==> src/rtl/store_commit_arbiter_if.sv <==
// rtl/store_commit_arbiter_if.sv - bundle of retire, load and dcache signals around the store commit arbiter
//
// Purpose: groups every handshake/bus signal of store_commit_arbiter so that one
// interface instance connects the arbiter to the SQ retire path, the load unit
// and the D-cache port.
// Ports (signals):
//   retire_valid/addr/data/bytes  SQ -> arbiter, up to 3 retiring stores per cycle
//   retire_stall                  arbiter -> SQ, hold retire
//   ld_req/ld_addr                load unit -> arbiter
//   ld_grant/ld_rvalid/ld_rdata   arbiter -> load unit
//   dc_ready/dc_rvalid/dc_rdata   dcache -> arbiter
//   dc_req/dc_we/dc_addr/dc_wdata/dc_wbytes  arbiter -> dcache
//   sb_empty                      arbiter -> core, drain status
// Modports: slave = arbiter view, master = surrounding environment view.
interface store_commit_arbiter_if;
    logic [2:0]        retire_valid;
    logic [2:0][31:0]  retire_addr;
    logic [2:0][31:0]  retire_data;
    logic [2:0][3:0]   retire_bytes;
    logic              retire_stall;
    logic              ld_req;
    logic [31:0]       ld_addr;
    logic              ld_grant;
    logic              ld_rvalid;
    logic [31:0]       ld_rdata;
    logic              dc_ready;
    logic              dc_req;
    logic              dc_we;
    logic [31:0]       dc_addr;
    logic [31:0]       dc_wdata;
    logic [3:0]        dc_wbytes;
    logic              dc_rvalid;
    logic [31:0]       dc_rdata;
    logic              sb_empty;

    modport slave (
        input  retire_valid, retire_addr, retire_data, retire_bytes,
        input  ld_req, ld_addr, dc_ready, dc_rvalid, dc_rdata,
        output retire_stall, ld_grant, ld_rvalid, ld_rdata,
        output dc_req, dc_we, dc_addr, dc_wdata, dc_wbytes, sb_empty
    );

    modport master (
        output retire_valid, retire_addr, retire_data, retire_bytes,
        output ld_req, ld_addr, dc_ready, dc_rvalid, dc_rdata,
        input  retire_stall, ld_grant, ld_rvalid, ld_rdata,
        input  dc_req, dc_we, dc_addr, dc_wdata, dc_wbytes, sb_empty
    );
endinterface

==> src/rtl/store_commit_arbiter.sv <==
// rtl/store_commit_arbiter.sv - shares the single D-cache port between loads and the in-order store commit buffer
//
// Purpose: buffers up to 3 retired stores per cycle in an in-order commit buffer
// and drains them one per cycle to the D-cache, arbitrating against loads with a
// drain watermark, an anti-starvation limit and a same-word hazard block.
// Ports:
//   clock  system clock
//   reset  synchronous, active-high
//   bus    store_commit_arbiter_if.slave (retire, load and dcache signals)
module store_commit_arbiter #(
    parameter int SB_DEPTH   = 8,
    parameter int DRAIN_WM   = 6,
    parameter int STARVE_LIM = 4
) (
    input  logic                   clock,
    input  logic                   reset,
    store_commit_arbiter_if.slave  bus
);
    localparam int PW = $clog2(SB_DEPTH);
    localparam int CW = PW + 1;
    localparam int SW = $clog2(STARVE_LIM + 1);

    typedef enum logic {IDLE, LD_WAIT} state_t;

    state_t                       state_q, state_d;
    logic [PW-1:0]                head_q, head_d;
    logic [PW-1:0]                tail_q, tail_d;
    logic [CW-1:0]                count_q, count_d;
    logic [SW-1:0]                starve_q, starve_d;
    logic [SB_DEPTH-1:0]          valid_q, valid_d;
    logic [SB_DEPTH-1:0][31:0]    addr_q, addr_d;
    logic [SB_DEPTH-1:0][31:0]    data_q, data_d;
    logic [SB_DEPTH-1:0][3:0]     bytes_q, bytes_d;

    logic [CW-1:0] free_cnt;
    logic          retire_stall;
    logic          store_pend;
    logic          hazard;
    logic          store_first;
    logic          arb_ok;
    logic          grant_ld;
    logic          drain;

    assign free_cnt     = CW'(SB_DEPTH) - count_q;
    assign retire_stall = free_cnt < CW'(3);
    assign store_pend   = count_q != '0;

    // Same-word check against every occupied entry, not just the head: a load
    // must never bypass an older store to the same word.
    always_comb begin
        hazard = 1'b0;
        for (int i = 0; i < SB_DEPTH; i++) begin
            if (valid_q[i] && (addr_q[i][31:2] == bus.ld_addr[31:2])) begin
                hazard = 1'b1;
            end
        end
        hazard = hazard & bus.ld_req;
    end

    assign store_first = store_pend && ((count_q >= CW'(DRAIN_WM)) ||
                                        (starve_q >= SW'(STARVE_LIM)) || hazard);
    assign arb_ok   = (state_q == IDLE) && bus.dc_ready;
    assign grant_ld = arb_ok && bus.ld_req && !store_first;
    assign drain    = arb_ok && store_pend && !grant_ld;

    assign bus.retire_stall = retire_stall;
    assign bus.ld_grant     = grant_ld;
    assign bus.dc_req       = grant_ld | drain;
    assign bus.dc_we        = drain;
    assign bus.dc_addr      = drain ? addr_q[head_q]  : bus.ld_addr;
    assign bus.dc_wdata     = drain ? data_q[head_q]  : 32'h0;
    assign bus.dc_wbytes    = drain ? bytes_q[head_q] : 4'h0;
    // Responses only count while a load is outstanding; stray or post-reset
    // responses are suppressed along with their data.
    assign bus.ld_rvalid    = (state_q == LD_WAIT) && bus.dc_rvalid;
    assign bus.ld_rdata     = ((state_q == LD_WAIT) && bus.dc_rvalid) ? bus.dc_rdata : 32'h0;
    assign bus.sb_empty     = (count_q == '0) && (state_q == IDLE);

    always_comb begin
        logic [PW-1:0] off;
        logic [PW-1:0] idx;
        head_d   = head_q;
        tail_d   = tail_q;
        valid_d  = valid_q;
        addr_d   = addr_q;
        data_d   = data_q;
        bytes_d  = bytes_q;
        starve_d = starve_q;
        state_d  = state_q;
        off      = '0;
        idx      = '0;

        if (drain) begin
            valid_d[head_q] = 1'b0;
            head_d          = head_q + PW'(1);
        end

        // Compact the valid retire slots into consecutive entries at tail,
        // oldest slot first.
        if (!retire_stall) begin
            for (int i = 0; i < 3; i++) begin
                if (bus.retire_valid[i]) begin
                    idx          = tail_q + off;
                    valid_d[idx] = 1'b1;
                    addr_d[idx]  = bus.retire_addr[i];
                    data_d[idx]  = bus.retire_data[i];
                    bytes_d[idx] = bus.retire_bytes[i];
                    off          = off + PW'(1);
                end
            end
            tail_d = tail_q + off;
        end

        count_d = count_q + CW'(off) - CW'(drain);

        if (drain) begin
            starve_d = '0;
        end else if (grant_ld) begin
            if (!store_pend) begin
                starve_d = '0;
            end else if (starve_q < SW'(STARVE_LIM)) begin
                starve_d = starve_q + SW'(1);
            end
        end

        case (state_q)
            IDLE:    if (grant_ld)      state_d = LD_WAIT;
            LD_WAIT: if (bus.dc_rvalid) state_d = IDLE;
            default:                    state_d = IDLE;
        endcase
    end

    always_ff @(posedge clock) begin
        if (reset) begin
            state_q  <= IDLE;
            head_q   <= '0;
            tail_q   <= '0;
            count_q  <= '0;
            starve_q <= '0;
            valid_q  <= '0;
        end else begin
            state_q  <= state_d;
            head_q   <= head_d;
            tail_q   <= tail_d;
            count_q  <= count_d;
            starve_q <= starve_d;
            valid_q  <= valid_d;
        end
    end

    // Payload storage needs no reset; occupancy is tracked by valid_q/count_q.
    always_ff @(posedge clock) begin
        addr_q  <= addr_d;
        data_q  <= data_d;
        bytes_q <= bytes_d;
    end
endmodule

==> src/flat_wrapper.sv <==
// flat-port wrapper written by rule: the top's interface ports become plain ports
module store_commit_arbiter_flat 
#(
    parameter int SB_DEPTH   = 8,
    parameter int DRAIN_WM   = 6,
    parameter int STARVE_LIM = 4
)
  (clock, reset, bus_retire_valid, bus_retire_addr, bus_retire_data, bus_retire_bytes, bus_ld_req, bus_ld_addr, bus_dc_ready, bus_dc_rvalid, bus_dc_rdata, bus_retire_stall, bus_ld_grant, bus_ld_rvalid, bus_ld_rdata, bus_dc_req, bus_dc_we, bus_dc_addr, bus_dc_wdata, bus_dc_wbytes, bus_sb_empty);
  store_commit_arbiter_if bus_i ();
  input  logic clock;
  input  logic reset;
  input wire logic [$bits(bus_i.retire_valid)-1:0] bus_retire_valid;
  input wire logic [$bits(bus_i.retire_addr)-1:0] bus_retire_addr;
  input wire logic [$bits(bus_i.retire_data)-1:0] bus_retire_data;
  input wire logic [$bits(bus_i.retire_bytes)-1:0] bus_retire_bytes;
  input wire logic [$bits(bus_i.ld_req)-1:0] bus_ld_req;
  input wire logic [$bits(bus_i.ld_addr)-1:0] bus_ld_addr;
  input wire logic [$bits(bus_i.dc_ready)-1:0] bus_dc_ready;
  input wire logic [$bits(bus_i.dc_rvalid)-1:0] bus_dc_rvalid;
  input wire logic [$bits(bus_i.dc_rdata)-1:0] bus_dc_rdata;
  output wire logic [$bits(bus_i.retire_stall)-1:0] bus_retire_stall;
  output wire logic [$bits(bus_i.ld_grant)-1:0] bus_ld_grant;
  output wire logic [$bits(bus_i.ld_rvalid)-1:0] bus_ld_rvalid;
  output wire logic [$bits(bus_i.ld_rdata)-1:0] bus_ld_rdata;
  output wire logic [$bits(bus_i.dc_req)-1:0] bus_dc_req;
  output wire logic [$bits(bus_i.dc_we)-1:0] bus_dc_we;
  output wire logic [$bits(bus_i.dc_addr)-1:0] bus_dc_addr;
  output wire logic [$bits(bus_i.dc_wdata)-1:0] bus_dc_wdata;
  output wire logic [$bits(bus_i.dc_wbytes)-1:0] bus_dc_wbytes;
  output wire logic [$bits(bus_i.sb_empty)-1:0] bus_sb_empty;
  assign bus_i.retire_valid = bus_retire_valid;
  assign bus_i.retire_addr = bus_retire_addr;
  assign bus_i.retire_data = bus_retire_data;
  assign bus_i.retire_bytes = bus_retire_bytes;
  assign bus_i.ld_req = bus_ld_req;
  assign bus_i.ld_addr = bus_ld_addr;
  assign bus_i.dc_ready = bus_dc_ready;
  assign bus_i.dc_rvalid = bus_dc_rvalid;
  assign bus_i.dc_rdata = bus_dc_rdata;
  assign bus_retire_stall = bus_i.retire_stall;
  assign bus_ld_grant = bus_i.ld_grant;
  assign bus_ld_rvalid = bus_i.ld_rvalid;
  assign bus_ld_rdata = bus_i.ld_rdata;
  assign bus_dc_req = bus_i.dc_req;
  assign bus_dc_we = bus_i.dc_we;
  assign bus_dc_addr = bus_i.dc_addr;
  assign bus_dc_wdata = bus_i.dc_wdata;
  assign bus_dc_wbytes = bus_i.dc_wbytes;
  assign bus_sb_empty = bus_i.sb_empty;
  store_commit_arbiter #(.SB_DEPTH(SB_DEPTH), .DRAIN_WM(DRAIN_WM), .STARVE_LIM(STARVE_LIM)) u_core (.clock(clock), .reset(reset), .bus(bus_i));
endmodule
==> config.mk <==
export PLATFORM = sky130hd
export DESIGN_NAME = store_commit_arbiter_flat
export DESIGN_NICKNAME = d
export VERILOG_FILES = /design/src/rtl/store_commit_arbiter_if.sv /design/src/rtl/store_commit_arbiter.sv /design/src/flat_wrapper.sv
export SDC_FILE = /design/constraint.sdc
export NUM_CORES = 2
export LEC_CHECK = 0
export BUFFER_PORTS_ARGS = -buffer_cell sky130_fd_sc_hd__buf_2
export CAP_MARGIN = 0
export CELL_PAD_IN_SITES_DETAIL_PLACEMENT = 0
export CELL_PAD_IN_SITES_GLOBAL_PLACEMENT = 1
export CORE_AREA = 2 2 357 359
export DETAILED_ROUTE_END_ITERATION = 12
export DIE_AREA = 0 0 359 361
export GPL_TIMING_DRIVEN = 0
export HOLD_SLACK_MARGIN = 0.15
export PLACE_DENSITY_LB_ADDON = 0.3
export SYNTH_ARGS = -nofsm -noshare
export SYNTH_HDL_FRONTEND = slang
export SYNTH_SLANG_ARGS = --single-unit
==> constraint.sdc <==
create_clock -name clock -period 39.3 [get_ports clock]
set_input_delay 7.86 -clock clock [delete_from_list [all_inputs] [get_ports clock]]
set_output_delay 7.86 -clock clock [all_outputs]
set_load 0.005 [all_outputs]
==> impl_metrics.env <==
export IMPL_final_period_minus_worst_setup_slack_ps=19150
export IMPL_syn_avg_cell_area_um2=8.61
export IMPL_io_pin_count=382
export IMPL_worst_setup_path_start_kind="primary input"
export IMPL_worst_endpoint_arrival_ps=11290
export IMPL_num_cts_buffers=73
export IMPL_synth_most_common_cell="sky130_fd_sc_hd__nand2_1"
export IMPL_internal_power_mw=2.23
export IMPL_slew_headroom_pct=1.43
export IMPL_post_route_drc_count=0
export IMPL_num_nets_final=5392
export IMPL_cts_tree="yes"
export IMPL_share_clk_of_total_power_pct=15.8
export IMPL_maximum_buffer_depth_of_the_clock_tree=3
export IMPL_cts_post_setup_buffers_inserted=0
export IMPL_floorplan_initialDensity_pct=32.9
export IMPL_hpwl_after_dpl_um=159000
export IMPL_synth_area_mux_share_pct=14.4
export IMPL_irDropWorstVdd_mv=0.0348
export IMPL_end_kind="output port"
export IMPL_critical_path_most_common_cell="sky130_fd_sc_hd__buf_2"
export IMPL_crit_path_max_fanout=10
export IMPL_die_width_um=359
export IMPL_grt_first_pass_wirelength_um=315000
export IMPL_r2r_end="u_core.addr_q[126]"
export IMPL_cp_cell_sequence="buf_4, xnor2_1, nand4_1, nor4_1, a22oi_1, nand2_1, o21ai_4, buf_6, buf_2, nor2_1, buf_2"
export IMPL_synthXorXnorAreaFrac_pct=5.28
export IMPL_reported_max_cap_violation_count=0
export IMPL_required_ps=31440
export IMPL_ctsRootBufferMaster="sky130_fd_sc_hd__clkbuf_16"
export IMPL_register_area_mm2=0.0168
export IMPL_ys_dominant_reg_cell="sky130_fd_sc_hd__edfxtp_1"
export IMPL_drtPass1Iterations=8
export IMPL_clock_insertion_delay_worst_skew_ps=680
export IMPL_worst_path_buf_inv=4
export IMPL_pin_count_of_the_biggest_net_entering_global_routing=61
export IMPL_holdCritStartpoint="u_core.starve_q[0]"
export IMPL_criticalPathCategory="primary input to output port"
export IMPL_area_growth_synth_to_final_pct=13.7
export IMPL_dr_total_vias=41900
export IMPL_initial_antenna_violation_count=36
export IMPL_rows=130
export IMPL_synth_largest_area_cell="sky130_fd_sc_hd__edfxtp_1"
export IMPL_grt_util_all_layers_pct=34.0
export IMPL_run_status="completed"
export IMPL_synth_area_leaders="sky130_fd_sc_hd__edfxtp_1 (40%), sky130_fd_sc_hd__mux2i_1 (13%), sky130_fd_sc_hd__o21ai_0 (8.9%)"
export IMPL_timing_clock_skew_ps=33.2
export IMPL_synth_yosys_seq_area_share_pct=40.6
export IMPL_seq_power_share_pct=36.6
export IMPL_synth_adder_area_share_pct=0.569
export IMPL_n_fill_cell=13200
export IMPL_detail_route_wl_per_cell_um=33.6
export IMPL_floorplan_die_area_mm2=0.130
export IMPL_synth_edff_count=544
export IMPL_post_synth_inst_count=4798
export IMPL_fmax_ghz=0.0522
export IMPL_ys_warn_count=0
export IMPL_routed_wirelength_um=229000
export IMPL_h_tree_depth=3
export IMPL_cts_num_sinks=566
export IMPL_p_leak_nw=18.5
export IMPL_number_of_cells_on_the_worst_reg_to_reg_path=10
export IMPL_worstMarginPinSlew_ps=1480
export IMPL_post_synth_instance_area_mm2=0.0413
export IMPL_family_of_cells_with_the_greatest_summed_delay_on_the_critical_path="simple AND/OR/NAND/NOR gates"
export IMPL_worst_path_largest_cell_delay_ps=630
export IMPL_synth_compound_area_share_pct=18.4
export IMPL_fin_crit_sh_pct=48.7
export IMPL_holdCritPathClass="flip-flop to flip-flop"
export IMPL_slew_violations=0
export IMPL_hold_viol=0
export IMPL_yosys_area_top_type_share_pct=39.5
export IMPL_relative_contribution_of_combinational_cells_to_total_power_pct=47.6
export IMPL_power_mw=4.12
export IMPL_rr_startpoint="u_core.tail_q[0]"
export IMPL_syn_num_nets=5091
export IMPL_min_path_cells=2
export IMPL_final_layout_size_suffix_gt1_share_pct=10.4
export IMPL_drtAntennaViolNets=0
export IMPL_synth_simple_gate_area_share_pct=14.5
export IMPL_power_per_cell_area_mw_per_mm2=87.7
export IMPL_holdBufCountCts=0
export IMPL_grt_pass1_vias=39000
export IMPL_gp_routability_congestion=1.04
export IMPL_cts_resized=0
export IMPL_hold_worst_slack_ps=553
export IMPL_post_placement_setup_slack_ps=20440
export IMPL_worst_path_max_delay_cell="sky130_fd_sc_hd__xnor2_1"
export IMPL_core_area_mm2=0.125
export IMPL_synth_async_sr_flop_share_pct=0
export IMPL_synth_top_cells_by_count="sky130_fd_sc_hd__nand2_1 (974), sky130_fd_sc_hd__o21ai_0 (734), sky130_fd_sc_hd__mux2i_1 (545), sky130_fd_sc_hd__edfxtp_1 (544), sky130_fd_sc_hd__clkbuf_1 (329)"
export IMPL_finalSetupViolations=0
export IMPL_first_iter_violations=6861
export IMPL_hold_end="u_core.starve_q[0]"
export IMPL_grt_remaining_overflow=0
export IMPL_rsz0062_at_grt="false"
export IMPL_clkSlewWorstSetupHoldPaths_ps=60
export IMPL_viasPerCell=6.16
export IMPL_io_buffer_count=213
export IMPL_ys_seq_elements=566
export IMPL_finalSetupTns_ps=0
export IMPL_setup_reg_to_reg_worst_slack_ps=34820
export IMPL_combinational_family_with_the_most_area_after_synthesis="compound AO/OA/AOI/OAI gates"
export IMPL_fraction_of_power_spent_switching_nets_pct=45.9
export IMPL_netlist_cell_type_count=54
export IMPL_power_switching_mw=1.89
export IMPL_die_height_um=361
export IMPL_worst_slack_ps=20150
export IMPL_multi_input_comb_area_mm2=0.0220
[sequential cells by signal (all words and copies together), names as in the netlist]
register         count
u_core.bytes_q      32
u_core.count_q       4
u_core.state_q       1
u_core.addr_q      256
u_core.starve_q      3
u_core.valid_q       8
u_core.data_q      256
u_core.tail_q        3
u_core.head_q        3
[cell usage in the layout, fill, tap and decap left out, drive strengths merged, types with 3 or more instances in the layout]
cell type,synthesis,final
a21oi,146,146
a22oi,131,131
a31oi,7,7
and2,7,7
and3,35,35
buf,220,446
clkbuf,329,426
clkinv,0,27
dfxtp,22,22
diode,0,9
edfxtp,544,544
fa,3,3
ha,14,14
inv,14,19
mux2,34,34
mux2i,545,545
nand2,975,975
nand2b,3,3
nand3,18,18
nand4,93,93
nor2,207,207
nor2b,9,9
nor3,11,11
nor4,20,20
o21ai,957,957
o22ai,144,144
o31a,5,5
or2,3,3
or4,38,38
xnor2,234,234
xor2,15,15
[power by group through the flow]
| stage | clock network, mW | registers (mW) | logic [mW] |
|---|---|---|---|
| 2_1_floorplan | 0 | 1.47 | 1.22 |
| 3_3_place_gp | 0 | 1.70 | 1.84 |
| 3_5_place_dp | 0 | 1.50 | 1.89 |
| 4_1_cts | 0.650 | 1.49 | 1.90 |
| 5_1_grt | 0.670 | 1.52 | 2.10 |
| 6_report | 0.650 | 1.51 | 1.96 |
[area by class of cell]
cell class                      instances  area share (%)
Multi-Input combinational cell       3669            46.8
Clock inverter                         34           0.450
Tap cell                             1650            4.40
Timing Repair Buffer                  226            2.99
Antenna cell                            9          0.0479
Clock buffer                           97            4.13
Buffer                                549            5.36
Sequential cell                       566            35.7
Inverter                               14           0.112
[worst min-delay path, cell delays in order, from the launching register on]
cell	delay, ps
sky130_fd_sc_hd__dfxtp_1	320
sky130_fd_sc_hd__o211ai_1	120
sky130_fd_sc_hd__a221oi_2	70
[kinds of logic (layout without fill, tap and decap cells)]
kind of cell               after synthesis  after routing
and+or+nand+nor                       1425           1425
other                                    0              9
adders and majority gates               17             17
muxes                                  579            579
DFF                                    566            566
buffers and inverters                  563            920
xor gates and xnor gates               249            249
AOI/OAI and AO/OA                     1399           1399
[metrics by stage]
stage          util [%]  instances  instance area (um^2)
2_1_floorplan         -       4798                 41300
3_3_place_gp       35.4       6661                 44400
3_5_place_dp       35.7       6674                 44800
4_1_cts            37.4       6805                 46900
5_1_grt            37.4       6810                 47000
6_report           37.5       6814                 47000
[routing by layer]
metal  vias up  track usage (%)  part of all wire [%]
met4        40             16.7                   5.6
li1      17800                -                     -
met1     20500             44.5                    39
met2      2958             51.9                    44
met3       624             8.85                    12
met5         -                0                  0.12
[worst max path at each step]
stage	slack, ps	depth (start not counted)	endpoint	start
after floorplan	17060	5	bus_retire_stall	u_core.count_q[1]
after detailed placement	20440	11	bus_dc_wdata[4]	bus_ld_addr[5]
final	20150	11	bus_dc_wdata[4]	bus_ld_addr[5]
after global routing	20090	11	bus_dc_wdata[4]	bus_ld_addr[5]
after CTS	20430	11	bus_dc_wdata[4]	bus_ld_addr[5]
after global placement	7890	6	bus_retire_stall	u_core.count_q[1]
(Power assumes the default switching activity.)
